File: config.mk
export PLATFORM = sky130hd
export DESIGN_NAME = multicycle_control
export DESIGN_NICKNAME = d
export VERILOG_FILES = /design/src/rtl/multicycle_control.sv
export SDC_FILE = /design/constraint.sdc
export NUM_CORES = 1
export LEC_CHECK = 0
export CAP_MARGIN = 20
export CORE_MARGIN = 2
export CORE_UTILIZATION = 45
export DETAILED_ROUTE_END_ITERATION = 10
export HOLD_SLACK_MARGIN = 0.15
export MAX_ROUTING_LAYER = met4
export PLACE_DENSITY = 0.76
export SYNTH_ARGS = -nofsm -noshare
export SYNTH_HDL_FRONTEND = slang
export SYNTH_SLANG_ARGS = --single-unit
File: constraint.sdc
create_clock -name clk -period 2.6 [get_ports clk]
set_clock_uncertainty 0.1 [all_clocks]
set_input_delay 0.39 -clock clk [delete_from_list [all_inputs] [get_ports clk]]
set_output_delay 0.39 -clock clk [all_outputs]
set_load 0.01 [all_outputs]
File: src/rtl/multicycle_control.sv
// multicycle_control
// Main control FSM of the multi-cycle datapath. Each instruction is walked
// through FETCH, DECODE, EXEC, MEM_RD/MEM_WR and WB. The FSM drives every
// datapath enable and the 3-bit ALU op, and it counts retired instructions.
// Outputs are combinational from the state, the latched opcode and the
// handshake inputs. Every output is forced to zero while reset is high.

module multicycle_control (
  input  logic        clk,
  input  logic        reset,
  input  logic [3:0]  opcode,
  input  logic        zero,
  input  logic        mem_ready,
  output logic [2:0]  alu_OP,
  output logic        alu_src_a,
  output logic [1:0]  alu_src_b,
  output logic        iord,
  output logic        mem_read,
  output logic        mem_write,
  output logic        ir_write,
  output logic        pc_write,
  output logic [1:0]  pc_src,
  output logic        reg_write,
  output logic        reg_dst,
  output logic        mem_to_reg,
  output logic        illegal,
  output logic [15:0] retired,
  output logic [2:0]  state
);

  localparam logic [2:0] S_FETCH  = 3'd0;
  localparam logic [2:0] S_DECODE = 3'd1;
  localparam logic [2:0] S_EXEC   = 3'd2;
  localparam logic [2:0] S_MEM_RD = 3'd3;
  localparam logic [2:0] S_MEM_WR = 3'd4;
  localparam logic [2:0] S_WB     = 3'd5;

  localparam logic [3:0] OP_RTYPE = 4'b0000;
  localparam logic [3:0] OP_LW    = 4'b0100;
  localparam logic [3:0] OP_SW    = 4'b0101;
  localparam logic [3:0] OP_BEQ   = 4'b0110;
  localparam logic [3:0] OP_J     = 4'b0111;

  logic [2:0]  state_r;
  logic [3:0]  op_q_r;
  logic [15:0] retired_r;
  logic [2:0]  next_state_s;
  logic        retire_s;

  // ALU op used in EXEC. Only an R-type yields 011 (use func); the rest are
  // direct ALU selects. j and illegal opcodes never reach EXEC.
  function automatic logic [2:0] exec_alu_op(input logic [3:0] op);
    logic [2:0] sel;
    case (op)
      4'b0000: sel = 3'b011;
      4'b0010: sel = 3'b110;
      4'b0011: sel = 3'b111;
      4'b0110: sel = 3'b010;
      default: sel = 3'b000;
    endcase
    return sel;
  endfunction

  // Opcodes 1xxx are undefined.
  function automatic logic is_illegal(input logic [3:0] op);
    return op[3];
  endfunction

  // R-type and beq take the second ALU operand from reg B, others use the immediate.
  function automatic logic [1:0] exec_src_b(input logic [3:0] op);
    logic [1:0] sel;
    if ((op == OP_RTYPE) || (op == OP_BEQ)) begin
      sel = 2'b00;
    end else begin
      sel = 2'b10;
    end
    return sel;
  endfunction

  // Next-state, retire strobe and all datapath controls for the current state.
  always_comb begin
    next_state_s = S_FETCH;
    retire_s     = 1'b0;
    alu_OP       = 3'b000;
    alu_src_a    = 1'b0;
    alu_src_b    = 2'b00;
    iord         = 1'b0;
    mem_read     = 1'b0;
    mem_write    = 1'b0;
    ir_write     = 1'b0;
    pc_write     = 1'b0;
    pc_src       = 2'b00;
    reg_write    = 1'b0;
    reg_dst      = 1'b0;
    mem_to_reg   = 1'b0;
    illegal      = 1'b0;
    if (reset) begin
      next_state_s = S_FETCH;
    end else begin
      case (state_r)
        S_FETCH: begin
          mem_read  = 1'b1;
          alu_src_b = 2'b01;
          if (mem_ready) begin
            ir_write     = 1'b1;
            pc_write     = 1'b1;
            next_state_s = S_DECODE;
          end else begin
            next_state_s = S_FETCH;
          end
        end
        S_DECODE: begin
          // Branch target PC + offset goes into ALUOut while decoding.
          alu_src_b = 2'b11;
          if (opcode == OP_J) begin
            pc_write     = 1'b1;
            pc_src       = 2'b10;
            retire_s     = 1'b1;
            next_state_s = S_FETCH;
          end else if (is_illegal(opcode)) begin
            illegal      = 1'b1;
            next_state_s = S_FETCH;
          end else begin
            next_state_s = S_EXEC;
          end
        end
        S_EXEC: begin
          alu_src_a = 1'b1;
          alu_OP    = exec_alu_op(op_q_r);
          alu_src_b = exec_src_b(op_q_r);
          if (op_q_r == OP_BEQ) begin
            pc_src       = 2'b01;
            pc_write     = zero;
            retire_s     = 1'b1;
            next_state_s = S_FETCH;
          end else if (op_q_r == OP_LW) begin
            next_state_s = S_MEM_RD;
          end else if (op_q_r == OP_SW) begin
            next_state_s = S_MEM_WR;
          end else begin
            next_state_s = S_WB;
          end
        end
        S_MEM_RD: begin
          mem_read = 1'b1;
          iord     = 1'b1;
          if (mem_ready) begin
            next_state_s = S_WB;
          end else begin
            next_state_s = S_MEM_RD;
          end
        end
        S_MEM_WR: begin
          mem_write = 1'b1;
          iord      = 1'b1;
          if (mem_ready) begin
            retire_s     = 1'b1;
            next_state_s = S_FETCH;
          end else begin
            next_state_s = S_MEM_WR;
          end
        end
        S_WB: begin
          reg_write    = 1'b1;
          reg_dst      = (op_q_r == OP_RTYPE);
          mem_to_reg   = (op_q_r == OP_LW);
          retire_s     = 1'b1;
          next_state_s = S_FETCH;
        end
        default: begin
          // Codes 6 and 7 are unreachable; recover to FETCH with no side effects.
          next_state_s = S_FETCH;
        end
      endcase
    end
  end

  // State register.
  always_ff @(posedge clk) begin
    if (reset) begin
      state_r <= S_FETCH;
    end else begin
      state_r <= next_state_s;
    end
  end

  // Opcode latch: captured in DECODE and used by every later state.
  always_ff @(posedge clk) begin
    if (reset) begin
      op_q_r <= 4'b0000;
    end else if (state_r == S_DECODE) begin
      op_q_r <= opcode;
    end else begin
      op_q_r <= op_q_r;
    end
  end

  // Retired-instruction counter; wraps naturally at 16 bits.
  always_ff @(posedge clk) begin
    if (reset) begin
      retired_r <= 16'd0;
    end else if (retire_s) begin
      retired_r <= retired_r + 16'd1;
    end else begin
      retired_r <= retired_r;
    end
  end

  // Debug views, blanked while reset is asserted.
  always_comb begin
    if (reset) begin
      state   = 3'd0;
      retired = 16'd0;
    end else begin
      state   = state_r;
      retired = retired_r;
    end
  end

  multicycle_control_chk u_chk (
    .clk       (clk),
    .reset     (reset),
    .state     (state_r),
    .op_q      (op_q_r),
    .alu_OP    (alu_OP),
    .mem_read  (mem_read),
    .mem_write (mem_write),
    .pc_write  (pc_write),
    .reg_write (reg_write)
  );

endmodule

// Invariants of the control FSM; has no effect on the hardware.
module multicycle_control_chk (
  input logic       clk,
  input logic       reset,
  input logic [2:0] state,
  input logic [3:0] op_q,
  input logic [2:0] alu_OP,
  input logic       mem_read,
  input logic       mem_write,
  input logic       pc_write,
  input logic       reg_write
);

  a_mem_excl: assert property (@(posedge clk) !(mem_read && mem_write));

  a_wr_excl: assert property (@(posedge clk) !(pc_write && reg_write));

  a_rtype_only: assert property (@(posedge clk) disable iff (reset)
    (alu_OP == 3'b011) |-> ((state == 3'd2) && (op_q == 4'b0000)));

  a_state_legal: assert property (@(posedge clk) disable iff (reset)
    (state <= 3'd5));

endmodule

### Yosys cells after proc, flatten, opt, wreduce, memory -nomap -nowiden

Index checks and enable logic that the tools add are counted.
Widths: inputs -> output; s select.

* mux-type cells: 49
* eq/ne operators: 11
* reduce and logical (&&, ||, !) cells: 5
* $add $sub $neg: 1

Operator list (count)
* $mux 1: 29
* $mux 3: 7
* $add 16x1->16 const B: 1
* $eq 4x3->1 const B: 4
* $mux 16: 1
* $pmux 3 s5: 1
* $mux 2: 6
* $pmux 3 s4: 1
* $eq 4x2->1 const B: 2
* $eq 3x2->1 const B: 2
* $eq 3x3->1 const B: 2
* $pmux 2 s3: 1
* $logic_not 4->1: 1
* $pmux 1 s4: 1
* $pmux 2 s2: 1
* $reduce_or 2->1: 2
* $eq 3x1->1 const B: 1
* $logic_not 3->1: 1
* $pmux 1 s3: 1
* $logic_or 1x1->1: 1

* logic and storage cells: 69
* output and inout port bits: 36
* register bits after elaboration: 23
* input port bits: 8

### Logic depth before layout (Yosys ltp)

* depth after elaboration: 5
* gate-level depth with buffers: 7
* depth with buffers taken out: 5

### Worst setup path before layout

No wires, ideal clock.

* path kind: input -> register
* start point: input opcode[3]
* end point: register retired_r[11]
* cell stages on the path: 5
* buffers on the path: 1
* path slack: 0.642 ns
* library setup time: 0.123 ns
* data required time: 2.377 ns
* data arrival time: 1.735 ns
* cells stage by stage: nand4b_1 > o32a_1 > buf_2 > a211oi_1 > mux2_1

* longest elaborated chain between the ends: 4

RTL lines
* from (decl): RTL line 11 `input logic [3:0] opcode,`
* $eq 4x3->1: RTL line 115 `if (opcode == OP_J) begin`
* $mux 1: RTL line 115
* $pmux 1 s4: RTL line 100 `case (state_r)`
* $mux 1: RTL line 97 `if (reset) begin`
* to (signal assigned): RTL line 203 `retired_r <= retired_r + 16'd1;`
* to (signal assigned): RTL line 205 `retired_r <= retired_r;`
* to (decl): RTL line 46 `logic [15:0] retired_r;`

No other way between the ends.
A chain may end at the register's enable or synchronous reset.

### Worst setup path in the final report

* start point: register state_r[0]
* end point: output pc_write

* longest elaborated chain between the ends: 3
* elaborated cells on any way between the ends: 5
* classes of those cells: 2 x eq/ne; 2 x mux; 1 x reduce/logical

RTL lines
* from (decl): RTL line 44 `logic [2:0] state_r;`
* from (signal assigned): RTL line 183 `state_r <= next_state_s;`
* $eq 3x2->1 (tied with other cells): RTL line 100
* $pmux 1 s3 (*): RTL line 100
* $mux 1 (*): RTL line 97
* to (decl): RTL line 21 `output logic pc_write,`

Every way passes the cells marked *; elsewhere a longest branch is shown, timed or not.

==> flow_metrics.py <==
metrics = {
    "status": {
        "outcome": "completed",
    },
    "timing": {
        "setup_viol": 0,
        "rsz0062_at_grt": "no",
        "tns_ns": 0,
        "worstMarginPinSlew_ns": 0.6391,
        "fmax_mhz": 398.5,
        "relSlewSlack_pct": 57.39,
        "period_share_pct": 96.53,
        "hold_viol_final": 0,
        "period_minus_slack_ns": 2.510,
        "whs_ns": 0.4031,
        "drv_slew": 0,
    },
    "synth": {
        "synth_common_cells": "28 x nor2_1, 23 x dfxtp_1, 16 x nor2b_1",
        "synth_compound_gate_area_share_pct": 17.63,
        "synthFlopType": "dfxtp_1",
        "synth.area.mux_share_pct": 9.293,
        "syn_area_um2": 1575,
        "yosysWarnings": 0,
        "avgSynthCellArea_um2": 7.916,
        "synth_area_leader_cell": "dfxtp_1",
        "synthSimpleGateAreaFrac_pct": 33.36,
        "synth_area_leaders": "dfxtp_1 29%, nor2_1 6.7%, nor2b_1 6.4%",
        "synthMostInstantiatedCell": "nor2_1",
        "syn-num-nets": 208,
        "synth_edf_count": 0,
        "synth.top_cell.area_share_pct": 29.23,
        "synth_async_sr_flop_share_pct": 0,
        "synth-seq-area-share_pct": 29.23,
        "ys_types": 42,
        "ys_seq_elements": 23,
        "syn_inst": 199,
        "synthAdderAreaFrac_pct": 1.430,
        "synth_xor_area_share_pct": 1.112,
        "synth_top_family_by_area": "simple AND/OR/NAND/NOR gates",
    },
    "setup_path": {
        "worstSetupPathType": "reg -> out",
        "critPathBufInv": 2,
        "critPathMaxFanout": 8,
        "slowest_stage": "clkdlybuf4s50_1",
        "cp-start-kind": "flop",
        "path_cells": "buf_4, nor2b_2, nand2_1, nor2_1, a22o_1, clkdlybuf4s50_1",
        "cp-end-kind": "output pin",
        "startpoint": "state_r[0]",
        "path_delay_family": "buffers and inverters",
        "worstPathRequired_ns": 2.11,
        "worst_r2r_startpoint": "op_q_r[1]",
        "cp_slowest_stage_delay_ns": 0.53,
        "crit_arrival_ns": 2.02,
    },
    "routing": {
        "wl_um": 3677,
        "vias": 1550,
        "antenna_left": 0,
        "drt_iter0_drc": 67,
        "wl_per_cell_um": 12.68,
        "via_per_inst": 5.345,
        "firstDrtPassIters": 4,
        "drc": 0,
    },
    "die": {
        "die_x_um": 63.17,
        "initial_utilization_pct": 47.21,
        "num_rows": 21,
        "dieHeight_um": 63.17,
        "core_um2": 3337,
        "ios": 44,
        "die-area_um2": 3990,
    },
    "clock_tree": {
        "ctsLongestPathBuffers": 2,
        "cts_buffers": 3,
        "cts_root_buf": "clkbuf_4",
        "cts-htree-levels": 1,
        "clk_pin_slew_ns": 0.14,
        "cts.sinks": 23,
        "clock_latency_ns": 0.32,
        "cts_tree": "built",
    },
    "placed_design": {
        "gp_congestion": 0.8880,
        "place_hpwl_um": 2783,
        "port_buffers": 43,
        "dpl-instance-area_um2": 2086,
    },
    "pwr": {
        "vdd_drop_max_uv": 281.0,
        "cellLeakagePower_nw": 0.7775,
        "power.density_nw_per_um2": 308.5,
    },
    "global_route": {
        "grt_max_degree": 17,
        "grt_pass1_vias": 1375,
        "grt_pass1_wl_um": 6058,
        "grt_antenna_before_repair": 0,
        "gr-total-overflow": 0,
        "grt_usage_pct": 18.86,
    },
    "cells_and_area": {
        "stdcell_area_um2": 2131,
        "n_fill_cell": 307,
        "drive_above_1_share_pct": 14.34,
        "nets": 254,
        "area_growth_pct": 35.27,
        "diodes": 0,
    },
    "worst_hold_path": {
        "holdCritPathClass": "in -> reg",
        "min_from": "reset",
    },
    "job": {
        "drv_cap": 0,
    },
}
-- final cells by class --
class	count	area (um2)	area share, %
clock buffer	3	22.52	1.057
timing repair buffer	57	549.3	25.78
multi-input combinational	150	994.7	46.68
sequential	23	464.2	21.79
tap	46	57.56	2.701
clock inverter	1	5.005	0.2349
inverter	10	37.54	1.762
-- cell usage in the layout, fill, tap and decap left out, types with 5 or more instances in the layout --
cell type and count:
nand2_1 10, dfxtp_1 22, mux2_1 8, nor2_1 27
a211oi_1 5, nand3_1 8, buf_4 13, clkdlybuf4s50_1 41
a21oi_1 13, nor3_1 8, mux2_2 5, inv_1 10
o21ai_0 7, nor2b_1 15
-- registers in the layout (all words and copies together) (netlist names) --
name / count
state_r: 3
op_q_r: 4
retired_r: 16
-- per-stage QoR --
step / utilization (%) / setup WS [ns] / power [mW] / std cells
2_1_floorplan: - / 0.6421 / 0.4393 / 199
3_3_place_gp: 62.50 / 0.03811 / 0.4907 / 285
3_5_place_dp: 62.50 / 0.01928 / 0.4922 / 285
4_1_cts: 63.33 / 0.02765 / 0.6571 / 289
5_1_grt: 63.85 / 0.01289 / 0.6839 / 290
6_report: 63.85 / 0.09029 / 0.6573 / 290
-- routing by layer --
| layer | vias up | share of wire, % | track usage (%) |
|---|---|---|---|
| met4 | 0 | 1.5 | 6.667 |
| met2 | 40 | 47 | 31.25 |
| li1 | 802 | - | - |
| met3 | 7 | 3.9 | 1.786 |
| met1 | 701 | 48 | 23.96 |
| met5 | - | 0 | - |
-- cells by family (layout without fill, tap and decap cells) --
kind of cell | count (synthesis) | in the layout
fa+ha+maj | 2 | 2
xor+xnor | 2 | 2
buf+inv | 26 | 71
compound gates | 38 | 38
simple gates | 95 | 95
flops | 23 | 23
mux | 13 | 13
-- worst paths after layout --
kind / endpoint / slack, ns / depth (start not counted)
worst max-delay path: pc_write / 0.09 / 6
worst min-delay path: state_r[1] / 0.40 / 3
worst max register to register: retired_r[15] / 0.29 / 4
worst min register to register: op_q_r[2] / 0.42 / 2
-- timing repair --
action | in CTS | in global routing
pin swaps | 0 | 1
buffers inserted | 0 | 1
hold endpoints to repair | 0 | 0
resized for setup | 2 | 4
gates cloned | 0 | 0
endpoints found under the setup margin | 4 | 4
hold buffers | 0 | 0
-- worst register-to-register path: cells and delay by family (launching register included) --
kind             cells  cell delay, ns
multiplexers         1            0.35
flip-flops           1            0.54
AND/OR/NAND/NOR      2            0.78
AO/OA/AOI/OAI        1            0.44
-- report_power, final --
part / switching (mW) / internal (mW) / total, mW
Sequential: 0.0110 / 0.358 / 0.369
Combinational: 0.0570 / 0.0596 / 0.117
Clock: 0.114 / 0.0577 / 0.172
Total: 0.182 / 0.475 / 0.657
No activity file was read; power rests on OpenSTA's default activity.
==> variant: new RTL, config.mk and constraints unchanged <==
Make the reset (`reset`) asynchronous in 3 clocked blocks.
--- a/src/rtl/multicycle_control.sv
+++ b/src/rtl/multicycle_control.sv
@@ -178,3 +178,3 @@
   // State register.
-  always_ff @(posedge clk) begin
+  always_ff @(posedge clk or posedge reset) begin
     if (reset) begin
@@ -187,3 +187,3 @@
   // Opcode latch: captured in DECODE and used by every later state.
-  always_ff @(posedge clk) begin
+  always_ff @(posedge clk or posedge reset) begin
     if (reset) begin
@@ -198,3 +198,3 @@
   // Retired-instruction counter; wraps naturally at 16 bits.
-  always_ff @(posedge clk) begin
+  always_ff @(posedge clk or posedge reset) begin
     if (reset) begin
Function: same outputs for any inputs over 10 cycles, from zero or initial values and one cycle with reset high; that may be too few to reach the edited logic, so the function may still have changed.
==> variant against the original RTL <==
  * Sequential power grew 18%
  * Utilization up 1.1 points
  * Worst setup slack got worse by 0.018 ns
  * Global-route usage increased by 1.5 points
  * Power grew 20%
  * Routed wire length shrank 7.7%
  * Synthesized area is 5.9% lower
  * Final area fell by 5.5%
  * Sequential cell count stayed put
==> variant: results (changes against the original RTL) <==
[worst_setup_path]
reg2regPathDepth=5  ; +1
r2r_end=retired_r[1]
reg2reg_from=state_r[2]
endpoint=pc_src[1]
arrival_ns=2.04  ; +0.02 ns
rrSetupSlack_ns=0.58  ; +0.29 ns
crit_start=reset
cp_max_fo=4  ; -4

[synth]
synth_adder_area_share_pct=1.519  ; +0.089 points
synth.mux.area_fraction_pct=3.038  ; -6.3 points
syn_nets=169  ; -19%
async_flop_share_pct=100.0  ; +100 points
synth_area_leaders=dfrtp_1, nor2b_1, xnor2_1
synth_xor_area_share_pct=10.04  ; +8.9 points
yosys_warnings=0  ; unchanged
ys_types=35  ; -17%
yosys-top-cells-count=dfrtp_1, nor2b_1, nor2_1
seq_area_frac_synth_pct=38.82  ; +9.6 points
synth-main-ff-cell=dfrtp_1
synth-compound-area-share_pct=6.498  ; -11 points

[timing]
slew_violations=0  ; unchanged
tightest_slew_ns=0.5594  ; -0.07976 ns

[layout]
top_regs=retired_r x16, op_q_r x4, state_r x3
drive_gt1_share_pct=12.50  ; -1.8 points
n_fill_cell=288  ; -6.2%
num-nets-final=218  ; -14%
insertedDiodeCount=0  ; unchanged

[grt]
antenna_found_initial=0  ; unchanged
grt_pass1_wl_mm=5.561  ; -8.2%
grt_use_total_pct=20.34  ; +1.5 points
grt_pass1_vias=1191  ; -13%
grt_max_degree=22  ; +5

[pwr]
p_leak_nw=0.8522  ; +9.6%
max-vdd-ir-drop_uv=310.2  ; +10%

[status]
outcome=complete, no violations

[clocking]
post-cts-setup-buffer-count=0  ; unchanged
htreeDepth=1  ; unchanged
cts-root-buf=clkbuf_4
clock_latency_ns=0.30  ; -0.02 ns
cts_made_buffers=3  ; unchanged
cts_buffer_depth=2  ; unchanged
clk_pin_slew_ns=0.13

[placement]
dp_hpwl_mm=2.653  ; -4.7%
place.gp.congestion=0.8670  ; -2.4%
portBuffers=43  ; unchanged

[drt]
dr.first_iter.drc_count=58  ; -13%
via_per_inst=5.238  ; -2.0%
first_pass_iters=5  ; +1
drc=0  ; unchanged
finalWirelength_mm=3.393  ; -7.7%

[worst_hold_path]
worstHoldPathType=reg2reg

-- variant: power by group --
group	total (W)	switching (W)	leakage [nW]	internal, W
logic	0.000194	0.0000880	0.526	0.000106
clock network	0.000158	0.000101	0.0177	0.0000573
registers	0.000437	0.0000464	0.309	0.000391
total	0.000789	0.000235	0.852	0.000554
-- variant: how the worst min path moves through the flow --
stage	from	end	slack (ns)	cells past startpoint
2_1_floorplan	retired_r[15]	retired_r[15]	0.34	1
3_3_place_gp	retired_r[15]	retired_r[15]	0.36	1
3_5_place_dp	retired_r[15]	retired_r[15]	0.37	1
4_1_cts	retired_r[15]	retired_r[15]	0.39	1
5_1_grt	retired_r[15]	retired_r[15]	0.41	1
6_report	retired_r[15]	retired_r[15]	0.38	1
-- variant: what timing repair did --
| item | CTS | global route |
|---|---|---|
| hold buffers | 0 | 0 |
| resized for setup | 0 | 2 |
| setup endpoints to repair | 0 | 3 |
-- variant: final cells by class --
| class | count | area (µm²) | area share, % |
|---|---|---|---|
| Tap cell | 44 | 55.05 | 2.733 |
| Sequential cell | 23 | 576.8 | 28.63 |
| Clock inverter | 1 | 5.005 | 0.2484 |
| Multi-Input combinational cell | 123 | 827.0 | 41.06 |
| Inverter | 4 | 15.01 | 0.7453 |
| Clock buffer | 3 | 22.52 | 1.118 |
| Timing Repair Buffer | 54 | 513.0 | 25.47 |
-- variant: kinds of logic after synthesis --
family	count (synthesis)
DFF	23
AOI/OAI and AO/OA	14
muxes	4
adders and majority gates	2
buffers and inverters	14
xor gates and xnor gates	17
and+or+nand+nor	86
-- variant: per-layer routing --
metal  global-route usage (%)  wire length, µm  up-vias
met2                    31.31             1695       41
met1                    27.45             1517      634
met4                    5.471                0        0
li1                         -                -      645
met3                    4.202              180        0
met5                        -                0        -
-- variant: through the flow --
stage	cell area, µm²	worst slack [ns]	hold WS, ns	instances
after CTS	2008	0.05390	0.3863	252
after detailed placement	1981	0.09373	0.3686	248
after global placement	1981	0.1038	0.3577	248
final	2014	0.07229	0.3835	252
after global routing	2014	0.01172	0.4094	252
after floorplan	1483	0.7047	0.3380	160
-- variant: critical path: stages --
cell and delay, ns:
clkdlybuf4s50_1 0.46, or2_1 0.31, nor4_4 0.29, clkdlybuf4s50_1 0.59
